<file path="src/rtl/gf180mcu_extra__dffm_pipe_if.sv">
// Handshake, data and scan bundle for the multi-bit pipeline register.
// master: upstream producer / downstream consumer / scan driver side.
// slave:  the pipeline itself.
interface gf180mcu_extra__dffm_pipe_if #(
  parameter int WIDTH = 4,
  parameter int DEPTH = 2
);
  logic                       IN_VALID;
  logic                       IN_READY;
  logic [WIDTH-1:0]           D;
  logic                       OUT_VALID;
  logic                       OUT_READY;
  logic [WIDTH-1:0]           Q;
  logic                       SE;
  logic                       SI;
  logic                       SO;
  logic [$clog2(DEPTH+1)-1:0] COUNT;

  modport master (
    output IN_VALID, D, OUT_READY, SE, SI,
    input  IN_READY, OUT_VALID, Q, SO, COUNT
  );

  modport slave (
    input  IN_VALID, D, OUT_READY, SE, SI,
    output IN_READY, OUT_VALID, Q, SO, COUNT
  );
endinterface

</file>
<file path="src/rtl/gf180mcu_extra__dffm_pipe.sv">
// WIDTH-bit, DEPTH-stage elastic register pipeline with a scan chain
// threaded through every data bit and an occupancy count.
//
// Handshake: a word moves across a boundary on a rising edge when the
// sender's valid and the receiver's ready are both 1 in the cycle before
// that edge. Valid never depends on ready. Once OUT_VALID is 1, OUT_VALID and
// Q hold until OUT_READY is seen. IN_READY depends combinationally on
// OUT_READY through the ready chain, so bubbles collapse; this path must be
// covered by the timing constraints.
module gf180mcu_extra__dffm_pipe #(
  parameter int               WIDTH     = 4,
  parameter int               DEPTH     = 2,
  parameter logic [WIDTH-1:0] RESET_VAL = '0
) (
`ifdef USE_POWER_PINS
  input logic VPW,
  input logic VNW,
  input logic VDD,
  input logic VSS,
`endif
  input logic CLK,
  input logic RST_N,
  gf180mcu_extra__dffm_pipe_if.slave bus
);

  localparam int N  = WIDTH * DEPTH;
  localparam int CW = $clog2(DEPTH + 1);

  // Stage k: valid bit v[k], data d[k]. Stage 0 is the input side.
  logic [DEPTH-1:0]            v;
  logic [DEPTH-1:0][WIDTH-1:0] d;

  logic [DEPTH:0]              r;
  logic [DEPTH-1:0]            up_v;
  logic [DEPTH-1:0][WIDTH-1:0] up_d;
  logic [N-1:0]                chain;
  logic [N-1:0]                chain_next;
  logic [CW-1:0]               count;

  // Ready chain from the output back to the input; each stage also sees
  // what sits immediately upstream of it.
  assign r[DEPTH] = bus.OUT_READY;

  for (genvar g = 0; g < DEPTH; g++) begin : g_stage
    assign r[g] = ~v[g] | r[g+1];
    if (g == 0) begin : g_first
      assign up_v[g] = bus.IN_VALID;
      assign up_d[g] = bus.D;
    end else begin : g_rest
      assign up_v[g] = v[g-1];
      assign up_d[g] = d[g-1];
    end
  end

  // Flattened data: bit k*WIDTH+b is d[k][b], so a left shift walks the
  // scan order SI -> d[0][0] -> ... -> d[DEPTH-1][WIDTH-1].
  assign chain = d;

  if (N == 1) begin : g_chain_one
    assign chain_next = bus.SI;
  end else begin : g_chain_many
    assign chain_next = {chain[N-2:0], bus.SI};
  end

  // State update: reset first, then scan shift (valid bits frozen), then
  // normal flow; data only loads on a valid upstream word to avoid toggling
  // on bubbles.
  always_ff @(posedge CLK) begin
    if (!RST_N) begin
      v <= '0;
      for (int k = 0; k < DEPTH; k++) begin
        d[k] <= RESET_VAL;
      end
    end else if (bus.SE) begin
      d <= chain_next;
    end else begin
      for (int k = 0; k < DEPTH; k++) begin
        if (r[k]) begin
          v[k] <= up_v[k];
          if (up_v[k]) begin
            d[k] <= up_d[k];
          end
        end
      end
    end
  end

  // Occupancy is the population count of the valid flops.
  always_comb begin
    count = '0;
    for (int k = 0; k < DEPTH; k++) begin
      count = count + CW'(v[k]);
    end
  end

  assign bus.IN_READY  = r[0] & ~bus.SE;
  assign bus.OUT_VALID = v[DEPTH-1] & ~bus.SE;
  assign bus.Q         = d[DEPTH-1];
  assign bus.SO        = d[DEPTH-1][WIDTH-1];
  assign bus.COUNT     = count;

endmodule

</file>
<file path="src/flat_wrapper.sv">
// flat-port wrapper written by rule: the top's interface ports become plain ports
module gf180mcu_extra__dffm_pipe_flat 
#(
  parameter int               WIDTH     = 4,
  parameter int               DEPTH     = 2,
  parameter logic [WIDTH-1:0] RESET_VAL = '0
)
  (CLK, RST_N, bus_IN_VALID, bus_D, bus_OUT_READY, bus_SE, bus_SI, bus_IN_READY, bus_OUT_VALID, bus_Q, bus_SO, bus_COUNT);
  gf180mcu_extra__dffm_pipe_if #(.WIDTH(WIDTH), .DEPTH(DEPTH)) bus_i ();
  input logic CLK;
  input logic RST_N;
  input wire logic [$bits(bus_i.IN_VALID)-1:0] bus_IN_VALID;
  input wire logic [$bits(bus_i.D)-1:0] bus_D;
  input wire logic [$bits(bus_i.OUT_READY)-1:0] bus_OUT_READY;
  input wire logic [$bits(bus_i.SE)-1:0] bus_SE;
  input wire logic [$bits(bus_i.SI)-1:0] bus_SI;
  output wire logic [$bits(bus_i.IN_READY)-1:0] bus_IN_READY;
  output wire logic [$bits(bus_i.OUT_VALID)-1:0] bus_OUT_VALID;
  output wire logic [$bits(bus_i.Q)-1:0] bus_Q;
  output wire logic [$bits(bus_i.SO)-1:0] bus_SO;
  output wire logic [$bits(bus_i.COUNT)-1:0] bus_COUNT;
  assign bus_i.IN_VALID = bus_IN_VALID;
  assign bus_i.D = bus_D;
  assign bus_i.OUT_READY = bus_OUT_READY;
  assign bus_i.SE = bus_SE;
  assign bus_i.SI = bus_SI;
  assign bus_IN_READY = bus_i.IN_READY;
  assign bus_OUT_VALID = bus_i.OUT_VALID;
  assign bus_Q = bus_i.Q;
  assign bus_SO = bus_i.SO;
  assign bus_COUNT = bus_i.COUNT;
  gf180mcu_extra__dffm_pipe #(.WIDTH(WIDTH), .DEPTH(DEPTH), .RESET_VAL(RESET_VAL)) u_core (.CLK(CLK), .RST_N(RST_N), .bus(bus_i));
endmodule
</file>
<file path="config.mk">
export PLATFORM = sky130hd
export DESIGN_NAME = gf180mcu_extra__dffm_pipe_flat
export DESIGN_NICKNAME = d
export VERILOG_FILES = /design/src/rtl/gf180mcu_extra__dffm_pipe_if.sv /design/src/rtl/gf180mcu_extra__dffm_pipe.sv /design/src/flat_wrapper.sv
export SDC_FILE = /design/constraint.sdc
export NUM_CORES = 1
export LEC_CHECK = 0
export CORE_ASPECT_RATIO = 1.75
export CORE_MARGIN = 2
export CORE_UTILIZATION = 25
export CTS_CLUSTER_DIAMETER = 50
export DETAILED_ROUTE_END_ITERATION = 16
export SLEW_MARGIN = 15
export SYNTH_ARGS = -nofsm -noshare
export SYNTH_HDL_FRONTEND = slang
export SYNTH_SLANG_ARGS = --single-unit
</file>
<file path="constraint.sdc">
create_clock -name CLK -period 1.5 [get_ports CLK]
set_clock_uncertainty 0.05 [all_clocks]
set_input_delay 0.375 -clock CLK [delete_from_list [all_inputs] [get_ports CLK]]
set_output_delay 0.375 -clock CLK [all_outputs]
set_load 0.01 [all_outputs]
</file>
# After elaboration in Yosys (flattened, before gate mapping)
# Index checks and enable logic that the tools add are counted.
# totals
reg_bits	10
input_bits	10
out_inout_bits	9
word_cells	25
# classes
add_sub_neg	1
muxes	5
bitwise	7
n_reduce_logical	8
# ops
operator	count
$mux 4	4
$mux 8	1
$reduce_and 2->1	4
$reduce_bool 2->1	4
$not 1->1	3
$add 1x1->2	1
$and 1x1->1	2
$or 1x1->1	2

# Longest topological paths before layout
# depth
word_depth	5
ltp_mapped	4
depth_no_buf	3

# Least setup slack after synthesis
# OpenSTA, ideal clock, no wires.
# synth_path
path_type	input-to-output
start	in bus_OUT_READY
end	out bus_IN_READY
arrival_time_ns	0.780
required_time_ns	1.075
path_slack_ns	0.295
path_stages	2
cell_sequence	nand3b_2 -> and2_4
# synth_between
elab_chain_cells	3
# synth_rtl
item	line	text
from (decl)	flat_wrapper.sv:14	input wire logic [$bits(bus_i.OUT_READY)-1:0] bus_OUT_READY;
$or 1x1->1 (2 in a row)	gf180mcu_extra__dffm_pipe.sv:45	assign r[g] = ~v[g] | r[g+1];
$and 1x1->1	gf180mcu_extra__dffm_pipe.sv:96	assign bus.IN_READY = r[0] & ~bus.SE;
to (decl)	flat_wrapper.sv:17	output wire logic [$bits(bus_i.IN_READY)-1:0] bus_IN_READY;
# No other way between the ends.

# Worst setup path after layout
# Ends and elaborated chain as after synthesis.

==> run_results.csv <==
group,metric,value,unit
status,status,"completed",
hold_path,hp-class,"reg -> reg",
sta,fin_crit_sh,97.7,%
critical_path,critical-path-top-delay-family,"buffers and inverters",
finish,final_nets,99,
critical_path,cp.arrival,1.04,ns
finish,synthToLayoutAreaGrowth,44.8,%
critical_path,path_cells,"dlygate4sd2_1 -> nand3b_4 -> and2_4 -> buf_6",
critical_path,startpoint,"bus_OUT_READY",
die,dieArea,2860,um^2
die,core_area,2300,um^2
synth,synth_cell_type_count,22,
synth,synth-edff-count,0,
die,num_rows,23,
synth,synthArstFlopShare,0,%
critical_path,crit_type,"in -> out",
power_and_ir_drop,ir_drop,0.397,mV
global_route,grt_usage,10.1,%
die,initial_utilization,26.5,%
synth,seq_area_frac_synth,32.9,%
placement,place_ws,-0.634,ns
cts,clock_path_buffers,2,
sta,fin_ws,0.0340,ns
routing,wirelength,1210,um
synth,synthFlopType,"dfxtp_1",
cts,hold_buffers,0,
critical_path,end_kind,"output port",
synth,yosys.area.top_type,"dfxtp_1",
critical_path,r2r-start,"u_core.v[0]",
placement,dpl.hpwl,909,um
synth,synthTopCellsByArea,"dfxtp_1 (33%), mux2i_1 (13%), nand2_1 (8.0%)",
sta,tightest_slew,0.209,ns
synth,yosys_warnings,0,
sta,fmax,682,MHz
cts,cts_tree,"built",
placement,gp_congestion,0.737,
finish,diodes,0,
critical_path,slowest_stage,"dlygate4sd2_1",
routing,ant_nets,0,
power_and_ir_drop,leakage,0.413,nW
cts,clock-root-buffer,"clkbuf_8",
routing,drtPass1Iterations,4,
critical_path,cp_num_buf_inv,2,
critical_path,endpoint,"bus_IN_READY",
critical_path,worstSetupStartpointType,"input port",
synth,synth-seq-cells,10,
sta,rsz0062_at_grt,"no",
routing,wire_per_inst,10.8,um
synth,synth.avg_cell_area,9.52,um^2
global_route,grt_max_degree,19,
cts,numClockSinks,10,
cts,cts.htree.levels,1,
sta,setup-tns-final,0,ns
synth,synth_commonest_cells,"nand2_1 (13), dfxtp_1 (10), mux2i_1 (8), buf_4 (5), o211ai_1 (4)",
sta,post-route-min-period,1.47,ns
cts,clk_pin_slew,0.05,ns
sta,finalSetupViolCount,0,
routing,first_iter_violations,3,
synth,synth_cells,64,
job,max_cap_violations,0,
die,die_y,69.3,um
die,ios,19,
sta,slew_viol_final,0,
critical_path,cp_max_fo,3,
routing,drc_errors,0,
power_and_ir_drop,pwr_density_cell,889,nW/um^2
power_and_ir_drop,total_power,784,uW
global_route,antenna_found_initial,0,
critical_path,r2r_setup_slack,0.25,ns
global_route,grt-ovfl-total,0,
cts,cts_made_buffers,3,
critical_path,critical-path-max-stage-delay,0.25,ns
routing,post_drt_via_cell_ratio,4.38,
sta,relSlewSlack,86.1,%
die,fp.dieW,41.3,um
critical_path,required,1.07,ns
global_route,grt_first_pass_wirelength,1970,um
synth,syn_nets,75,
critical_path,path_depth,4,
finish,drive_above_1_share,34.5,%
sta,hold_violations,0,
placement,io_buffers,18,
routing,vias,490,
synth,synth_top_area_share,32.9,%
critical_path,r2r_cells,5,
global_route,grt_pass1_vias,476,
synth,yosysMostFrequentCell,"nand2_1",
cts,clock_latency,0.24,ns
critical_path,r2r_end,"u_core.chain[0]",
synth,syn_area,609,um^2
## cell usage in the layout (no fill, tap or decap), drive strengths merged
master	count
a21boi	1
a21oi	3
and2	1
and2b	1
buf	11
clkbuf	4
clkdlybuf4s15	1
clkdlybuf4s50	7
dfxtp	10
dlygate4sd2	7
ha	1
inv	3
mux2	4
mux2i	8
nand2	13
nand2b	1
nand3b	1
o211ai	4
o21ai	2
or2	4
## state kept, by name (all words and copies together), names as in the netlist
| signal | count |
|---|---|
| u_core.bus.Q | 4 |
| u_core.chain | 4 |
| u_core.v | 2 |
## worst min-delay path by stage
stage                    startpoint  slack [ns]               to  cells after the start
floorplan           u_core.chain[3]        0.40  u_core.chain[3]                      2
global placement    u_core.bus.Q[3]        0.42  u_core.bus.Q[3]                      2
detailed placement  u_core.chain[3]        0.42  u_core.chain[3]                      2
CTS                 u_core.bus.Q[3]        0.43  u_core.bus.Q[3]                      2
global route        u_core.chain[3]        0.45  u_core.chain[3]                      2
finish              u_core.bus.Q[3]        0.42  u_core.bus.Q[3]                      2
## metrics by stage
| stage | hold WS, ns | util (%) | std cells | area, um^2 |
|---|---|---|---|---|
| CTS | 0.428 | 37.7 | 111 | 867 |
| floorplan | 0.396 | - | 64 | 609 |
| detailed placement | 0.423 | 35.4 | 106 | 816 |
| global placement | 0.415 | 35.4 | 106 | 816 |
| finish | 0.422 | 38.3 | 112 | 882 |
| global route | 0.453 | 38.3 | 112 | 882 |
## repair_timing
item | 4_1_cts | 5_1_grt
buffers inserted | 1 | 1
resized for setup | 24 | 2
pin swaps | 0 | 1
setup endpoints to repair | 14 | 2
## cells by family after synthesis
| kind of cell | synth area share (%) |
|---|---|
| buf+inv | 12.1 |
| mux | 21.1 |
| flops | 32.9 |
| fa+ha+maj | 2.05 |
| compound gates | 14.0 |
| simple gates | 17.9 |
## metal layers
layer / GRT usage [%] / routed length, um / up-vias
li1: - / - / 257
met1: 9.72 / 427 / 216
met2: 16.3 / 675 / 12
met3: 0.962 / 51 / 5
met4: 9.68 / 55 / 0
met5: 0 / 0 / -
## power by group
group / leakage [nW] / internal (mW) / switching (mW)
registers: 0.0832 / 0.284 / 0.0155
logic: 0.301 / 0.0831 / 0.0566
clock network: 0.0288 / 0.231 / 0.114
total: 0.413 / 0.598 / 0.186
## worst reg2reg max path, delay by kind of cell, from the launching register on
family	cells	cell delay, ns
AND/OR/NAND/NOR	1	0.08
multiplexers	1	0.21
AO/OA/AOI/OAI	1	0.21
flip-flops	1	0.37
buffers and inverters	2	0.26
## area by class of cell
type	instances	area, um^2
flip-flops and latches	10	205
fillers	257	1420
well taps	25	31.3
repair buffers	26	235
multi-input cells	44	344
clock buffers	4	55.1
inverters	3	11.3
No activity file was read; power rests on OpenSTA's default activity.
